## config.mk

```make
export PLATFORM = sky130hd
export DESIGN_NAME = bcd_seq_conv
export DESIGN_NICKNAME = d
export VERILOG_FILES = /design/src/rtl/bcd_pkg.sv /design/src/rtl/bcd_dabble_step.sv /design/src/rtl/bcd_seq_conv.sv
export SDC_FILE = /design/constraint.sdc
export NUM_CORES = 1
export LEC_CHECK = 0
export CAP_MARGIN = 20
export CORE_ASPECT_RATIO = 0.8
export CORE_MARGIN = 5
export CORE_UTILIZATION = 57
export DETAILED_ROUTE_END_ITERATION = 12
export GPL_TIMING_DRIVEN = 0
export PLACE_DENSITY = 0.93
export SLEW_MARGIN = 40
export SYNTH_ARGS = -nofsm -noshare
export SYNTH_HDL_FRONTEND = slang
export SYNTH_SLANG_ARGS = --single-unit
```

## constraint.sdc

```tcl
create_clock -name clk -period 3.75 [get_ports clk]
set_input_delay 0.9375 -clock clk [delete_from_list [all_inputs] [get_ports clk]]
set_output_delay 0.9375 -clock clk [all_outputs]
set_load 0.02 [all_outputs]
```

## src/rtl/bcd_pkg.sv

```systemverilog
// Shared types and helpers for the sequential binary-to-BCD converter.
//   state_t        : converter FSM states
//   BCD_NIB        : bits per BCD digit
//   bcd_digits_for : minimum decimal digits needed for an unsigned width
package bcd_pkg;

    typedef enum logic [1:0] {IDLE, SHIFT, DONE} state_t;

    localparam int BCD_NIB = 4;

    // ceil(width * log10(2)), with log10(2) approximated as 0.30103.
    function automatic int bcd_digits_for(input int width);
        return (width * 30103 + 99999) / 100000;
    endfunction

endpackage

```

## src/rtl/bcd_dabble_step.sv

```systemverilog
// One shift-and-add-3 iteration over a DIGITS-wide BCD accumulator.
//   acc       : current BCD accumulator, digit 0 in the low nibble
//   in_bit    : next binary bit entering at the LSB
//   acc_next  : corrected and shifted accumulator
//   carry_out : bit shifted out of the top digit (overflow indicator)
module bcd_dabble_step
    import bcd_pkg::*;
#(
    parameter int DIGITS = 10
) (
    input  logic [DIGITS-1:0][BCD_NIB-1:0] acc,
    input  logic                           in_bit,
    output logic [DIGITS-1:0][BCD_NIB-1:0] acc_next,
    output logic                           carry_out
);

    logic [DIGITS-1:0][BCD_NIB-1:0] corr;

    always_comb begin
        corr = acc;
        for (int d = 0; d < DIGITS; d++) begin
            if (acc[d] > 4'd4) corr[d] = acc[d] + 4'd3;
        end
        {carry_out, acc_next} = {corr, in_bit};
    end

endmodule

```

## src/rtl/bcd_seq_conv.sv

```systemverilog
// Iterative binary-to-BCD converter, one bit per clock, valid/ready on both
// sides. Produces an overflow flag and a significant-digit count.
//   clk, rst_n          : clock, asynchronous active-low reset
//   in_valid/in_ready   : input handshake, bin is the unsigned value
//   out_valid/out_ready : output handshake for bcd/ndig/ovf
//   bcd                 : packed BCD result, digit 0 in [3:0]
//   ndig                : significant digits (1 for zero)
//   ovf                 : value exceeded DIGITS digits; bcd holds the low digits
//   busy                : conversion in progress
module bcd_seq_conv
    import bcd_pkg::*;
#(
    parameter int BIN_W  = 32,
    parameter int DIGITS = 10
) (
    input  logic                          clk,
    input  logic                          rst_n,
    input  logic                          in_valid,
    output logic                          in_ready,
    input  logic [BIN_W-1:0]              bin,
    output logic                          out_valid,
    input  logic                          out_ready,
    output logic [BCD_NIB*DIGITS-1:0]     bcd,
    output logic [$clog2(DIGITS+1)-1:0]   ndig,
    output logic                          ovf,
    output logic                          busy
);

    localparam int NW = $clog2(DIGITS+1);
    localparam int CW = $clog2(BIN_W+1);

    state_t                         state;
    logic [BIN_W-1:0]               sreg;
    logic [DIGITS-1:0][BCD_NIB-1:0] acc, acc_next;
    logic [CW-1:0]                  cnt;
    logic                           carry;
    logic [NW-1:0]                  ndig_next;
    logic                           accept;

    bcd_dabble_step #(.DIGITS(DIGITS)) u_step (
        .acc       (acc),
        .in_bit    (sreg[BIN_W-1]),
        .acc_next  (acc_next),
        .carry_out (carry)
    );

    // Only used on the final shift, so it sees the completed (possibly
    // truncated) result.
    always_comb begin
        ndig_next = NW'(1);
        for (int d = 0; d < DIGITS; d++) begin
            if (acc_next[d] != '0) ndig_next = NW'(d + 1);
        end
    end

    // DONE passes out_ready through so a new value can be taken on the same
    // edge the result is consumed.
    assign in_ready = (state == IDLE) || (state == DONE && out_ready);
    assign accept   = in_valid && in_ready;
    assign bcd      = acc;

    always_ff @(posedge clk or negedge rst_n) begin
        if (!rst_n) begin
            state     <= IDLE;
            sreg      <= '0;
            acc       <= '0;
            cnt       <= '0;
            ndig      <= '0;
            ovf       <= 1'b0;
            out_valid <= 1'b0;
            busy      <= 1'b0;
        end else if (accept) begin
            state     <= SHIFT;
            sreg      <= bin;
            acc       <= '0;
            cnt       <= CW'(BIN_W);
            ovf       <= 1'b0;
            out_valid <= 1'b0;
            busy      <= 1'b1;
        end else begin
            case (state)
                SHIFT: begin
                    acc  <= acc_next;
                    sreg <= sreg << 1;
                    cnt  <= cnt - 1'b1;
                    if (carry) ovf <= 1'b1;
                    if (cnt == CW'(1)) begin
                        state     <= DONE;
                        out_valid <= 1'b1;
                        busy      <= 1'b0;
                        ndig      <= ndig_next;
                    end
                end
                DONE: begin
                    if (out_ready) begin
                        state     <= IDLE;
                        out_valid <= 1'b0;
                    end
                end
                default: state <= IDLE;
            endcase
        end
    end

endmodule

```

After elaboration in Yosys (flattened, before gate mapping) --
Cells that the tools add are included.
Word-level totals: register bits after elaboration 87, bits of input ports 36, output and inout bits 48, word-level logic and storage cells 105
Operators by class: add/subtract/negate cells 11, $lt $le $gt $ge 10, equality and inequality tests 5, multiplexer cells 39, bitwise gates (word level) 1, reductions and logical operators 22
Operator list (count):
- $mux W40 | 2
- $mux W32 | 2
- $mux W4 | 16
- $add A4 B2 Y4 const B | 10
- $gt A4 B3 Y1 const B | 10
- $reduce_bool A4 Y1 | 9
- $mux W6 | 2
- $mux W2 | 5
- $mux W1 | 9
- $eq A6 B1 Y1 const B | 1
- $ne A3 B3 Y1 const B | 2
- $reduce_and A2 Y1 | 3
- $reduce_and A3 Y1 | 2
- $reduce_bool A2 Y1 | 3
- $sub A6 B1 Y6 const B | 1
- $pmux W2 S2 | 1
- $mux W3 | 1
- $reduce_bool A3 Y1 | 1
- $eq A2 B1 Y1 const B | 1
- $eq A2 B2 Y1 const B | 1
- $logic_and A1 B1 Y1 | 2
- $logic_not A2 Y1 | 1
- $pmux W1 S2 | 1
- $logic_or A1 B1 Y1 | 1
- $not A1 Y1 | 1

Depth between registers and ports, before layout --
depth after elaboration 12, depth in mapped cells 8, mapped depth without buffers 8

Hierarchy --
Synthesis repeated with hierarchy kept, for this count alone.
Second synthesis, totals: cells, all modules 539, area total of the unflattened synthesis 4734.5 µm²
By module, submodules not included:
- bcd_seq_conv | times used 1, cells each 394, area an instance 3703.6 µm², seq. area each 2177.1 µm²
- bcd_dabble_step | times used 1, cells each 145, area an instance 1031.0 µm², seq. area each 0.0 µm²

Worst setup path after synthesis --
OpenSTA, ideal clock, no wires.
path kind in2out, start point input out_ready, end point output in_ready, arrival 1429 ps, data required time 2812 ps, slack 1383 ps, cell stages on the path 2, path buffers 0, cells stage by stage nand2b_1 nor2b_1
Between the ends: cells in the longest elaborated chain, start to end 2
RTL lines:
- start, declared | line bcd_seq_conv.sv:22 | input logic out_ready,
- $logic_and A1 B1 Y1 | line bcd_seq_conv.sv:58 | assign in_ready = (state == IDLE) || (state == DONE && out_ready);
- $logic_or A1 B1 Y1 | line bcd_seq_conv.sv:58
- end, declared | line bcd_seq_conv.sv:19 | output logic in_ready,
No other way between the ends.

Worst setup path after layout --
Same ends and word-level chain as after synthesis.

==> summary.md <==
| Metric | Value |
|---|---|
| Worst hold slack | 0.484 ns |
| CTS resizes | 0 |
| Crit Path Max Fanout | 3 |
| CTS sink cnt | 87 |
| Static leakage | 0.00269 uW |
| Worst-case vdd ir drop | 0.516 mV |
| H-tree levels | 3 |
| Layout Nets | 691 |
| Final cell count without fillers | 751 |
| R2r worst-path depth | 8 |
| Detail Placement HPWL | 9.04 mm |
| Fill count | 572 |
| Cell Chain, Critical Path | clkdlybuf4s50_1, nand2b_1, nor2b_1, clkdlybuf4s50_1 |
| Post-synth top area share | 0.454 |
| Final setup vio count | 0 |
| Critical Path AT | 2.41 ns |
| Unrepaired setup endpoints after global routing | false |
| Clock latency on the worst-skew pair | 0.36 ns |
| Multi-input logic area | 2380 um^2 |
| WL per Instance | 16.7 um |
| Initial antenna violation count | 0 |
| Fmax | 299 MHz |
| Synth Warn # | 0 |
| Total CTS buffers | 9 |
| Area leader, netlist | dfrtp_1 |
| Synth Area in Compound Gates | 0.194 |
| Crit Reg-Reg Endpoint | ndig[0] |
| Async SR Flop Fraction | 1.00 |
| Hold path depth | 2 |
| Clock Skews | 0.00760 ns |
| GRT overflow | 0 |
| # diodes | 0 |
| Layout cells sized above 1 | 0.0673 |
| Min-delay worst type | reg -> reg |
| Final core occ | 0.720 |
| Critical path endpoint category | primary output |
| Area Overhead vs Synth | 25.1% |
| Slew margin rel. | 0.594 |
| Chip Width | 113 um |
| # Max-Cap Violations | 0 |
| Avg Inst Size Synth | 8.90 um^2 |
| Combinational family with the most area after synthesis | simple AND/OR/NAND/NOR gates |
| Simple-Gate Fraction of Synth Area | 0.199 |
| Flop2flop setup slack | 1.53 ns |
| Slew Limit Fails | 0 |
| Ys flop type | dfrtp_1 |
| Buffers and inverters on the worst path | 2 |
| Via density | 5.99 |
| Synthesized netlist cell count | 539 |
| Top delay family on crit path | buffers and inverters |
| Root buffer cell | clkbuf_8 |
| P per Cell Area | 996 nW/um^2 |
| Hold_buf cts | 0 |
| Period utilization | 0.891 |
| Top-count cell post-synth | nand2_1 |
| Setup Buffers After CTS | 0 |
| Mapped cell area | 4800 um^2 |
| Worst hold start | sreg[8] |
| Global-route wire length before repair | 20.5 mm |
| Syn Nets | 596 |
| Post-synthesis xor/xnor area fraction | 0.0256 |
| Mux cell area share after synthesis | 0.0227 |
| Total Routing Usage GR | 0.241 |
| DRT iter0 DRCs | 413 |
| Startpoint types | input port |
| Commonest cells in the synthesized netlist | nand2_1, dfrtp_1, o21ai_0 |
| ANT nets after route | 0 |
| DRC | 0 |
| Minimum clock period | 3.34 ns |
| Hold Fails Final Rpt | 0 |
| FF-to-FF Start | bcd[8] |
| Die area | 10,400 um^2 |
| Hold path endpoint | sreg[8] |
| Port buffer count | 83 |
| Cells after DPL | 735 |
| Largest net degree at the start of global routing | 45 |
| Vias in the first global route | 4,364 |
| I/O Pins | 84 |
| Bufs on Longest Clock Path | 2 |
| Status | finished clean |
| Synth top area cells | dfrtp_1, nand2_1, o21ai_0, ha_1, a22oi_1 |
| Worst Tran Pin Value | 0.606 ns |
| Register area share after synthesis | 0.454 |
| Slowest-stage cell, CP | clkdlybuf4s50_1 |
| Rows | 30 |
| Seq. cell area | 2180 um^2 |
| Post-synthesis adder-cell area fraction | 0.0548 |
| Reg clk slew, reported paths | 0.08 ns |
| Vias | 4,495 |
| Post-synth EDFFs | 0 |
| Yosys reg bits | 87 |
| Final wirelength | 12.5 mm |
| Gpl congestion | 0.898 |
| CP required | 2.81 ns |
| Most Frequent Cell on Critical Path | clkdlybuf4s50_1 |
| CTS tree | yes |
| First-pass DRT Iterations | 5 |
| Core area | 8330 um^2 |
| Die Y | 92.1 um |
| Crit Path Class | in -> out |
| Distinct cells, synth | 60 |
| Starting density of the core | 0.576 |
| Crit path largest cell delay | 0.67 ns |
[registers in the layout, indices dropped and copies added (netlist names)]
signal	count
bcd	40
busy	1
cnt	6
ndig	4
out_valid	1
ovf	1
sreg	32
state	2
[metrics by stage]
step	total power (uW)	setup TNS, ns	instance area [um^2]	worst slack [ns]
after global routing	6420	0	6000	0.365
after global placement	4980	-119.85	5770	-1.38
after CTS	5940	0	6000	0.423
after detailed placement	5190	0	5790	0.437
final	5980	0	6000	0.407
after floorplan	4030	0	4800	1.38
[cell families after synthesis]
| family | count (synthesis) |
|---|---|
| buffers and inverters | 59 |
| AO/OA/AOI/OAI | 146 |
| XOR/XNOR | 14 |
| adder cells (fa/ha/maj) | 21 |
| AND/OR/NAND/NOR | 202 |
| flip-flops | 87 |
| multiplexers | 10 |
[placed cells by master, fill, tap and decap left out, types with 3 or more instances in the layout]
cell type        netlist  routed
a21o_1                 3       3
a21oi_1               16      16
a22oi_1               32      32
a31oi_1                3       3
and3_1                 4       4
buf_1                  3       3
buf_2                  8       8
clkbuf_1              14      16
clkbuf_8               0       9
clkdlybuf4s50_1        0      82
dfrtp_1               87      87
ha_1                  21      21
inv_1                 31      31
mux2_2                 3       3
mux2i_1                6       6
nand2_1               91      91
nand2b_1               5       5
nand3_1               36      36
nor2_1                24      24
nor2b_1               12      12
nor3_1                12      12
nor4_1                 3       3
o21ai_0               58      58
o21ai_1                3       3
o31ai_1                5       5
or2_1                  3       3
xnor2_1               12      12
[routing by layer]
metal | vias up | wire (um) | track usage
li1 | 2074 | - | -
met3 | 24 | 879 | 0.0389
met4 | 0 | 219 | 0.0701
met5 | - | 0 | 0
met1 | 2201 | 5130 | 0.313
met2 | 196 | 6310 | 0.414
[layout make-up]
cell class	instances	share of cell area
plain buffers	27	0.0204
clock buffers	11	0.0219
repair buffers	84	0.142
inverters	32	0.0200
multi-input cells	393	0.396
well taps	112	0.0233
clock inverters	5	0.0135
flip-flops and latches	87	0.363
[worst max path at each step]
| stage | depth (start not counted) | endpoint | from |
|---|---|---|---|
| 3_3_place_gp | 1 | sreg[25] | rst_n |
| 4_1_cts | 4 | in_ready | out_ready |
| 2_1_floorplan | 2 | in_ready | out_ready |
| 6_report | 4 | in_ready | out_ready |
| 3_5_place_dp | 4 | in_ready | out_ready |
| 5_1_grt | 4 | in_ready | out_ready |
[worst register-to-register path, stage by stage (launching register included)]
cell,delay (ns)
dfrtp_1,0.44
inv_1,0.16
ha_1,0.29
nor2b_4,0.07
or3_4,0.34
a211oi_2,0.26
o31ai_1,0.12
a211oi_1,0.33
o21ai_1,0.12
[report_power, final]
group	internal (uW)	switching (uW)
registers	1400	463
clock network	378	349
logic	1460	1930
total	3240	2740
Note: power is estimated with default switching activity, not from simulation.
